==> config.mk <==
export PLATFORM = sky130hd
export DESIGN_NAME = sum_sq_m
export DESIGN_NICKNAME = d
export VERILOG_FILES = /design/src/rtl/sum_sq_m.sv
export SDC_FILE = /design/constraint.sdc
export NUM_CORES = 1
export LEC_CHECK = 0
export CAP_MARGIN = 20
export CORE_MARGIN = 5
export CORE_UTILIZATION = 51
export DETAILED_ROUTE_END_ITERATION = 10
export PLACE_DENSITY = 0.76
export REMOVE_ABC_BUFFERS = 1
export SLEW_MARGIN = 20
export SYNTH_ARGS = -nofsm -noshare
export SYNTH_HDL_FRONTEND = slang
export SYNTH_SLANG_ARGS = --single-unit
==> constraint.sdc <==
create_clock -name clk -period 3.1 [get_ports clk]
set_input_delay 0.465 -clock clk [delete_from_list [all_inputs] [get_ports clk]]
set_output_delay 0.465 -clock clk [all_outputs]
set_load 0.01 [all_outputs]
==> src/rtl/sum_sq_m.sv <==
// ----------------------------------------------------------------------------
// sum_sq_m
// Iterative sum-of-squares unit: r = x*x + y*y, computed with a shift-add
// multiplier that reuses one accumulator for both squares. Feeds sqrt_m in
// the vector-magnitude path and shares its start/ready handshake.
//
// Parameters
//   DW     : operand width
//   SIGNED : 1 = x, y are two's complement; 0 = unsigned
//
// Ports
//   clk    in   1        clock, rising edge
//   rst    in   1        synchronous reset, active-high
//   start  in   1        request, sampled only while ready=1
//   x      in   DW       operand X, sampled on the accepting edge
//   y      in   DW       operand Y, sampled on the accepting edge
//   ready  out  1        1 = idle and r valid; 0 = busy
//   r      out  2*DW+1   result x*x + y*y, unsigned
//
// state | meaning
// ------+---------------------------------------------------------------
// IDLE  | waiting for start; r holds the last result
// SQX   | DW cycles accumulating |x| * |x|, one partial product per cycle
// SQY   | DW cycles accumulating |y| * |y| into the same accumulator
// ----------------------------------------------------------------------------
module sum_sq_m #(
    parameter int DW     = 8,
    parameter bit SIGNED = 1'b0
) (
    input  logic            clk,
    input  logic            rst,
    input  logic            start,
    input  logic [DW-1:0]   x,
    input  logic [DW-1:0]   y,
    output logic            ready,
    output logic [2*DW:0]   r
);

    localparam int AW = 2*DW + 1;
    localparam int CW = (DW > 1) ? $clog2(DW) : 1;
    localparam logic [CW-1:0] LAST = CW'(DW - 1);

    typedef enum logic [1:0] {
        IDLE = 2'd0,
        SQX  = 2'd1,
        SQY  = 2'd2
    } state_t;

    state_t          r_state;
    state_t          w_state_nxt;
    logic [CW-1:0]   r_cnt;
    logic [DW-1:0]   r_opx;
    logic [DW-1:0]   r_opy;
    logic [AW-1:0]   r_acc;
    logic [AW-1:0]   r_res;

    logic [DW-1:0]   w_absx;
    logic [DW-1:0]   w_absy;
    logic [DW-1:0]   w_mcand;
    logic            w_bit;
    logic            w_last;
    logic [AW-1:0]   w_addend;
    logic [AW-1:0]   w_acc_nxt;

    // -2^(DW-1) negates to itself, which read as unsigned is exactly 2^(DW-1).
    function automatic logic [DW-1:0] f_abs(input logic [DW-1:0] v);
        if (SIGNED && v[DW-1]) begin
            return (~v) + DW'(1);
        end
        return v;
    endfunction

    assign w_absx = f_abs(x);
    assign w_absy = f_abs(y);

    always_comb begin
        w_mcand   = (r_state == SQY) ? r_opy : r_opx;
        w_bit     = w_mcand[r_cnt];
        w_addend  = w_bit ? (AW'(w_mcand) << r_cnt) : '0;
        w_acc_nxt = r_acc + w_addend;
        w_last    = (r_cnt == LAST);
    end

    always_comb begin
        w_state_nxt = r_state;
        case (r_state)
            IDLE:    if (start)  w_state_nxt = SQX;
            SQX:     if (w_last) w_state_nxt = SQY;
            SQY:     if (w_last) w_state_nxt = IDLE;
            default:             w_state_nxt = IDLE;
        endcase
    end

    always_ff @(posedge clk) begin
        if (rst) begin
            r_state <= IDLE;
        end else begin
            r_state <= w_state_nxt;
        end
    end

    always_ff @(posedge clk) begin
        if (rst) begin
            r_cnt <= '0;
            r_opx <= '0;
            r_opy <= '0;
            r_acc <= '0;
            r_res <= '0;
        end else begin
            case (r_state)
                IDLE: begin
                    if (start) begin
                        r_opx <= w_absx;
                        r_opy <= w_absy;
                        r_acc <= '0;
                        r_cnt <= '0;
                    end
                end
                SQX, SQY: begin
                    r_acc <= w_acc_nxt;
                    r_cnt <= w_last ? '0 : r_cnt + CW'(1);
                    // The final partial product is folded in on the same edge
                    // that publishes the result.
                    if (r_state == SQY && w_last) begin
                        r_res <= w_acc_nxt;
                    end
                end
                default: begin
                    r_cnt <= '0;
                end
            endcase
        end
    end

    assign ready = (r_state == IDLE);
    assign r     = r_res;

endmodule

==> results of run 1 <==
## worst min-delay path by stage
stage | slack [ns] | to | cells after the start
after floorplan | 0.43 | r_opy[2] | 2
after global placement | 0.44 | r[6] | 2
after detailed placement | 0.45 | r_opy[2] | 2
after CTS | 0.39 | r_acc[4] | 2
after global routing | 0.40 | r_acc[4] | 2
final | 0.40 | r_acc[4] | 2
## logic make-up after synthesis
family                     after synthesis
AOI/OAI and AO/OA                      124
xor gates and xnor gates                11
adders and majority gates               21
buffers and inverters                   27
DFF                                     55
muxes                                   15
and+or+nand+nor                        159
## power groups by stage
stage | Combinational, mW | Clock, mW | Sequential, mW
after global placement | 0.202 | 0 | 0.748
after floorplan | 0.110 | 0 | 0.749
after detailed placement | 0.207 | 0 | 0.749
after global routing | 0.256 | 0.537 | 0.736
after CTS | 0.217 | 0.511 | 0.734
final | 0.234 | 0.501 | 0.734
## cells in the mapped netlist (2+ instances only)
library cell	count	area, sq um
nand2_1	73	274.0
a21oi_1	57	285.3
dfxtp_1	55	1101
nor2_1	35	131.4
ha_1	20	250.2
nand3_1	13	65.06
o21ai_0	12	60.06
a211oi_1	11	82.58
mux2i_1	9	90.09
clkbuf_1	8	30.03
inv_1	8	30.03
xnor2_1	8	70.07
nor3_1	7	35.03
a21o_1	5	37.54
a22oi_1	5	37.54
mux2_2	5	56.30
nand2b_1	5	31.28
nor2b_1	5	31.28
o211ai_1	5	37.54
and2_1	4	25.02
and3_1	4	25.02
o21a_1	4	30.03
o21ai_1	4	20.02
a31o_2	3	26.28
a31oi_1	3	18.77
buf_2	3	15.01
or3_1	3	18.77
xor2_1	3	26.28
a211o_1	2	17.52
a21oi_2	2	17.52
a22o_1	2	17.52
buf_1	2	7.510
buf_6	2	22.52
clkbuf_8	2	27.53
or2_2	2	12.51
## registers in the layout, indices dropped and copies added, names as in the netlist
signal,cells
r,17
r_acc,17
r_cnt,3
r_opx,8
r_opy,8
r_state,2
## layout make-up
cell class / count / area share, %
inverter: 9 / 0.7619
timing repair buffer: 92 / 17.92
multi-input combinational: 330 / 51.61
tap: 77 / 2.173
clock inverter: 2 / 0.7901
clock buffer: 6 / 1.862
sequential: 55 / 24.89
## per-stage QoR
stage          setup TNS [ns]  setup slack, ns  cells  hold slack [ns]
3_3_place_gp           -3.530          -0.2502    558           0.4408
3_5_place_dp           -5.203          -0.3441    558           0.4451
4_1_cts                -1.228          -0.1206    569           0.3924
6_report               -2.030          -0.1788    571           0.3958
5_1_grt                -6.132          -0.3653    571           0.4039
2_1_floorplan          -3.148          -0.3203    394           0.4268
## per-layer routing
layer,GRT usage (%),vias up,part of all wire [%]
li1,-,1620,-
met1,24.78,1444,44
met2,34.02,78,48
met3,3.756,21,5.2
met4,6.700,0,2.8
met5,0,-,0
## timing repair
action	in CTS	in global routing
resized for setup	29	44
setup endpoints to repair	24	26
buffers inserted	4	2
pin swaps	16	22
## worst register-to-register path: cells and delay by family (launching register included)
family / cells / cell delay, ns
simple gates: 4 / 0.48
compound gates: 6 / 1.09
buf+inv: 2 / 0.26
mux: 2 / 0.49
flops: 1 / 0.34
fa+ha+maj: 2 / 0.54
==> run metrics, run 1 <==
Slowest cell on crit path=ha_1; post-synthesis mux area share=4.921%; Main synth FF type=dfxtp_1; largest family of logic cells by synthesized area=compound AO/OA/AOI/OAI gates; Post-DP Area=3981 sq um; Num Clock Sinks=55; Worst Path Arrival=3.50 ns; Detailed Routing Iterations Pass 1=4; crit start category=flop; Levels on crit path=16; Reg power frac=50.0%; worst-path cell chain=inv_2 -> ha_4 -> mux2_4 -> nor2_2 -> nor3_1 -> a31o_2 -> mux2i_2 -> buf_4 -> a211oi_2 -> ha_1 -> a21oi_2 -> o21ai_2 -> o211ai_1 -> and3_4 -> nor3_2 -> o21ba_2; failing checks=setup timing; Critical Path Start=r_state[0]; Slew Viols, Final=0; Worst Reg-to-Reg Cells=16; Clock Path Buffers=2; Fmax achieved=305.0 MHz; Nets=533; Num CTS Buffers=5; worst slew pin tran=0.8167 ns; grt ovf=0; post-synthesis compound-gate area fraction=23.84%; residual DRC count=0; final hold violation count=0; Filler Cell Count=495; Layout area overhead=36.26%; clk_skew=0.004132 ns; period utilisation layout=105.8%; Mapped Area=3254 sq um; fin util=70.64%; GP Congestion=0.8961; hpwl dp=5711 um; reg2reg start=r_state[0]; hold buffer count at CTS=0; largest net degree at the start of global routing=49; Tmin final=3.279 ns; clock slew at reported path FFs=0.10 ns; worst min path class=in -> reg; #FFs+latches synth=55; vias=3,163; Synth Area in XOR/XNOR=2.960%; Root Driver=clkbuf_8; Peak supply drop=0.0002592 V; Buf+Inv Stages, Crit Path=2; Crit path max-delay family=compound AO/OA/AOI/OAI gates; Vias/cell=5.539; final setup vio count=20; max cap viols=0; synthesized instance count=412; antenna-violating nets left=0; critical path type=reg -> reg; first-pass GRT wire length=13,610 um; Starting Density=51.84%; Yosys Warn Count=0; Post-Synth Adder-Cell Area=8.304%; IO Port Bufs=36; Die W=89.88 um; Clock Power Share=34.1%; core area=6277 sq um; Post-synth ARST share=0%; Post-synth EDFFs=0; Setup WS post-layout=-0.1788 ns; Initial DRC Count=207; Min-Delay Startpoint=rst; commonest cells after routing, fill and taps aside=nand2_1, dfxtp_1, buf_4; PD cells=331.3 nW/um^2; switching part of the total power=25.76%; TritonCTS clock tree=done; Worst path max stage delay=0.35 ns; ANT cells=0; Reg area=1104 sq um; Overall Global Routing Usage=19.81%; R2R Path End=r[10]; Pleak=1.752 nW; Avg Inst Size Synth=7.899 sq um; P_int=1.091 mW; Logic pwr share=15.9%; end of the critical path=r[10]; Multi-input gate area=2288 sq um; wire per inst=14.66 um; Yosys cell types=56; Critical Path Sink Type=flop; IO Count=37; Crit Path Max Fanout=7; layout cells sized above 1=26.32%; antenna violations before repair=0; H-tree depth=2; RSZ-0062 raised after global routing=true; Worst R2R Setup Slack=-0.18 ns; status=complete, but fails checks; vias in the first global route=2,970; WP data required=3.32 ns; Seq/Total Area, Yosys=33.83%; Post-Layout Inst Area=4434 sq um; Design Power=1.469 mW; # rows=29; clock latency on the worst-skew pair=0.31 ns; area share of and/or/nand/nor cells after synthesis=21.80%; Die Ht=89.88 um; Die ar.=8078 sq um; switching power=0.3784 mW; Routed Wire Length=8371 um; commonest non-fill, non-tap cell in the layout=nand2_1; Worst slew margin=45.36%
Power figures use the tool's default switching activity.
==> inputs of run 2 (changes only) <==
CELL_PAD_IN_SITES_DETAIL_PLACEMENT = 0   (was unset)
CELL_PAD_IN_SITES_GLOBAL_PLACEMENT = 1   (was unset)
CORE_UTILIZATION = 38   (was 51)
PLACE_DENSITY = unset   (was 0.76)
PLACE_DENSITY_LB_ADDON = 0.1   (was unset)
SLEW_MARGIN = 15   (was 20)
clock period = 2.85 ns   (was 3.1 ns; I/O delays follow)
==> run 2 against run 1 <==
Effect of this change: the run still ends with setup timing left; register-to-register slack lost 0.26 ns; critical endpoint is now r[14]; clock skew grew 0.0054 ns; critical path depth is the same; global-route usage shrank 3.0 points; final area grew 6.7%; clock-buffer cell count is the same.
==> run metrics, run 2 (synthesis gave the netlist of run 1 again) <==
status=complete, but fails checks; failing checks=setup timing; final setup vio count=24; antenna violations before repair=0; commonest non-fill, non-tap cell in the layout=buf_4; IO Count=37; Worst slew margin=60.79%; Initial DRC Count=87; final hold violation count=0; GP Congestion=0.8845; WP data required=3.10 ns; Num CTS Buffers=5; largest net degree at the start of global routing=33; core area=8299 sq um; critical path type=reg -> reg; grt ovf=0; TNS Setup=-7.400 ns; Overall Global Routing Usage=16.78%; crit start category=flop; vias in the first global route=3,080; first-pass GRT wire length=14,130 um; Crit Path Max Fanout=8; period utilisation layout=115.5%; antenna-violating nets left=0; vias=3,207; DP Worst Slack=-0.6788 ns; Setup WS post-layout=-0.4426 ns; Root Driver=clkbuf_8; RSZ-0062 raised after global routing=true; Placed Cells=600; Die ar.=10,510 sq um; worst slew pin tran=0.5881 ns; PD cells=337.4 nW/um^2; clk_skew=0.009518 ns; Critical Path Sink Type=flop; clock latency on the worst-skew pair=0.31 ns; hold slack=0.4563 ns; Clock Path Buffers=2; Worst Path Arrival=3.54 ns; Nets=557; worst-path cell chain=inv_2 -> ha_4 -> buf_6 -> mux2i_4 -> nand2_1 -> a31o_2 -> mux2i_2 -> buf_6 -> a211oi_2 -> ha_1 -> nand2_2 -> a211oi_4 -> nor2_2 -> o21a_1 -> or4_1 -> nand3_1; Die W=102.5 um; Routed Wire Length=8637 um; Layout area overhead=45.44%; worst min path class=reg -> reg; Vias/cell=5.156; TritonCTS clock tree=done; Worst path max stage delay=0.39 ns; Detailed Routing Iterations Pass 1=4; hpwl dp=6469 um; residual DRC count=0; clock slew at reported path FFs=0.09 ns; Num Clock Sinks=55; Slew Viols, Final=0; Critical Path Most Common Cell=buf_6; IO Port Bufs=36; commonest cells after routing, fill and taps aside=buf_4, nand2_1, dfxtp_1; Slowest cell on crit path=or4_1; layout cells sized above 1=31.72%; Starting Density=39.21%; H-tree depth=2; ANT cells=0; # rows=33; Tmin final=3.293 ns; Filler Cell Count=781; Peak supply drop=0.0002169 V; Die Ht=102.5 um; wire per inst=13.89 um; Fmax achieved=303.7 MHz; final non-filler cell total=622; max cap viols=0; Pleak=1.855 nW
## run 2: changes by cell type in the layout (fill, tap and decap cells not counted), moves of 2 or more
cell / previous run / this run
a211oi_1: 8 / 6
buf_4: 51 / 73
buf_6: 5 / 7
mux2i_1: 6 / 4
mux2i_4: 0 / 2
nor2_1: 32 / 30
nor2_4: 0 / 2
nor3_1: 5 / 7
nor3_2: 2 / 0
o21ai_1: 9 / 7
## run 2: where the power goes
| part | internal, mW | switching (mW) | total [mW] | leakage [nW] |
|---|---|---|---|---|
| logic | 0.139 | 0.149 | 0.288 | 1.36 |
| registers | 0.787 | 0.0120 | 0.799 | 0.447 |
| clock network | 0.258 | 0.251 | 0.510 | 0.0513 |
## run 2: what timing repair did
item,CTS,global route
hold buffers,0,0
pin swaps,22,28
gates resized for setup,40,50
endpoints found under the hold margin,0,0
setup endpoints to repair,29,28
setup buffers,9,6
## run 2: worst max-delay path: cells and delay by family (launching register included)
| family | cells | cell delay, ns |
|---|---|---|
| flip-flops | 1 | 0.34 |
| adder cells (fa/ha/maj) | 2 | 0.58 |
| multiplexers | 2 | 0.42 |
| AND/OR/NAND/NOR | 5 | 0.72 |
| buffers and inverters | 3 | 0.36 |
| AO/OA/AOI/OAI | 4 | 0.82 |
## run 2: path summary, 6_finish.rpt
| check | depth (start not counted) | startpoint | slack [ns] | to |
|---|---|---|---|---|
| worst max-delay path | 16 | r_state[0] | -0.44 | r[14] |
| worst min-delay path | 2 | r_opy[7] | 0.46 | r_opy[7] |
| worst max register to register | 16 | r_state[0] | -0.44 | r[14] |
| worst min register to register | 2 | r_opy[7] | 0.46 | r_opy[7] |
## run 2: routing by layer
| layer | track usage (%) | wire [um] | part of all wire, % |
|---|---|---|---|
| met5 | 0 | 0 | 0 |
| met4 | 4.440 | 122 | 1.4 |
| met3 | 2.774 | 253 | 2.9 |
| met2 | 29.94 | 4265 | 49 |
| met1 | 20.91 | 3996 | 46 |
## run 2: final cells by class
| type | instances | area (sq um) | area share (%) |
|---|---|---|---|
| clock buffers | 6 | 72.57 | 1.533 |
| inverters | 9 | 33.78 | 0.7137 |
| multi-input cells | 330 | 2380 | 50.28 |
| well taps | 105 | 131.4 | 2.776 |
| repair buffers | 116 | 982.2 | 20.75 |
| flip-flops and latches | 55 | 1104 | 23.31 |
| clock inverters | 1 | 30.03 | 0.6344 |
## run 2: per-stage QoR
step | total power, mW | util [%] | area [sq um]
2_1_floorplan | 0.9347 | - | 3147
3_3_place_gp | 1.053 | 49.66 | 4121
3_5_place_dp | 1.054 | 49.66 | 4121
4_1_cts | 1.575 | 53.47 | 4438
5_1_grt | 1.672 | 57.03 | 4733
6_report | 1.597 | 57.03 | 4733
==> inputs of run 3 (changes only) <==
CAP_MARGIN = 25   (was 20)
==> results of run 3 <==
The final DEF is identical to that of run 2; final timing and power are the same.
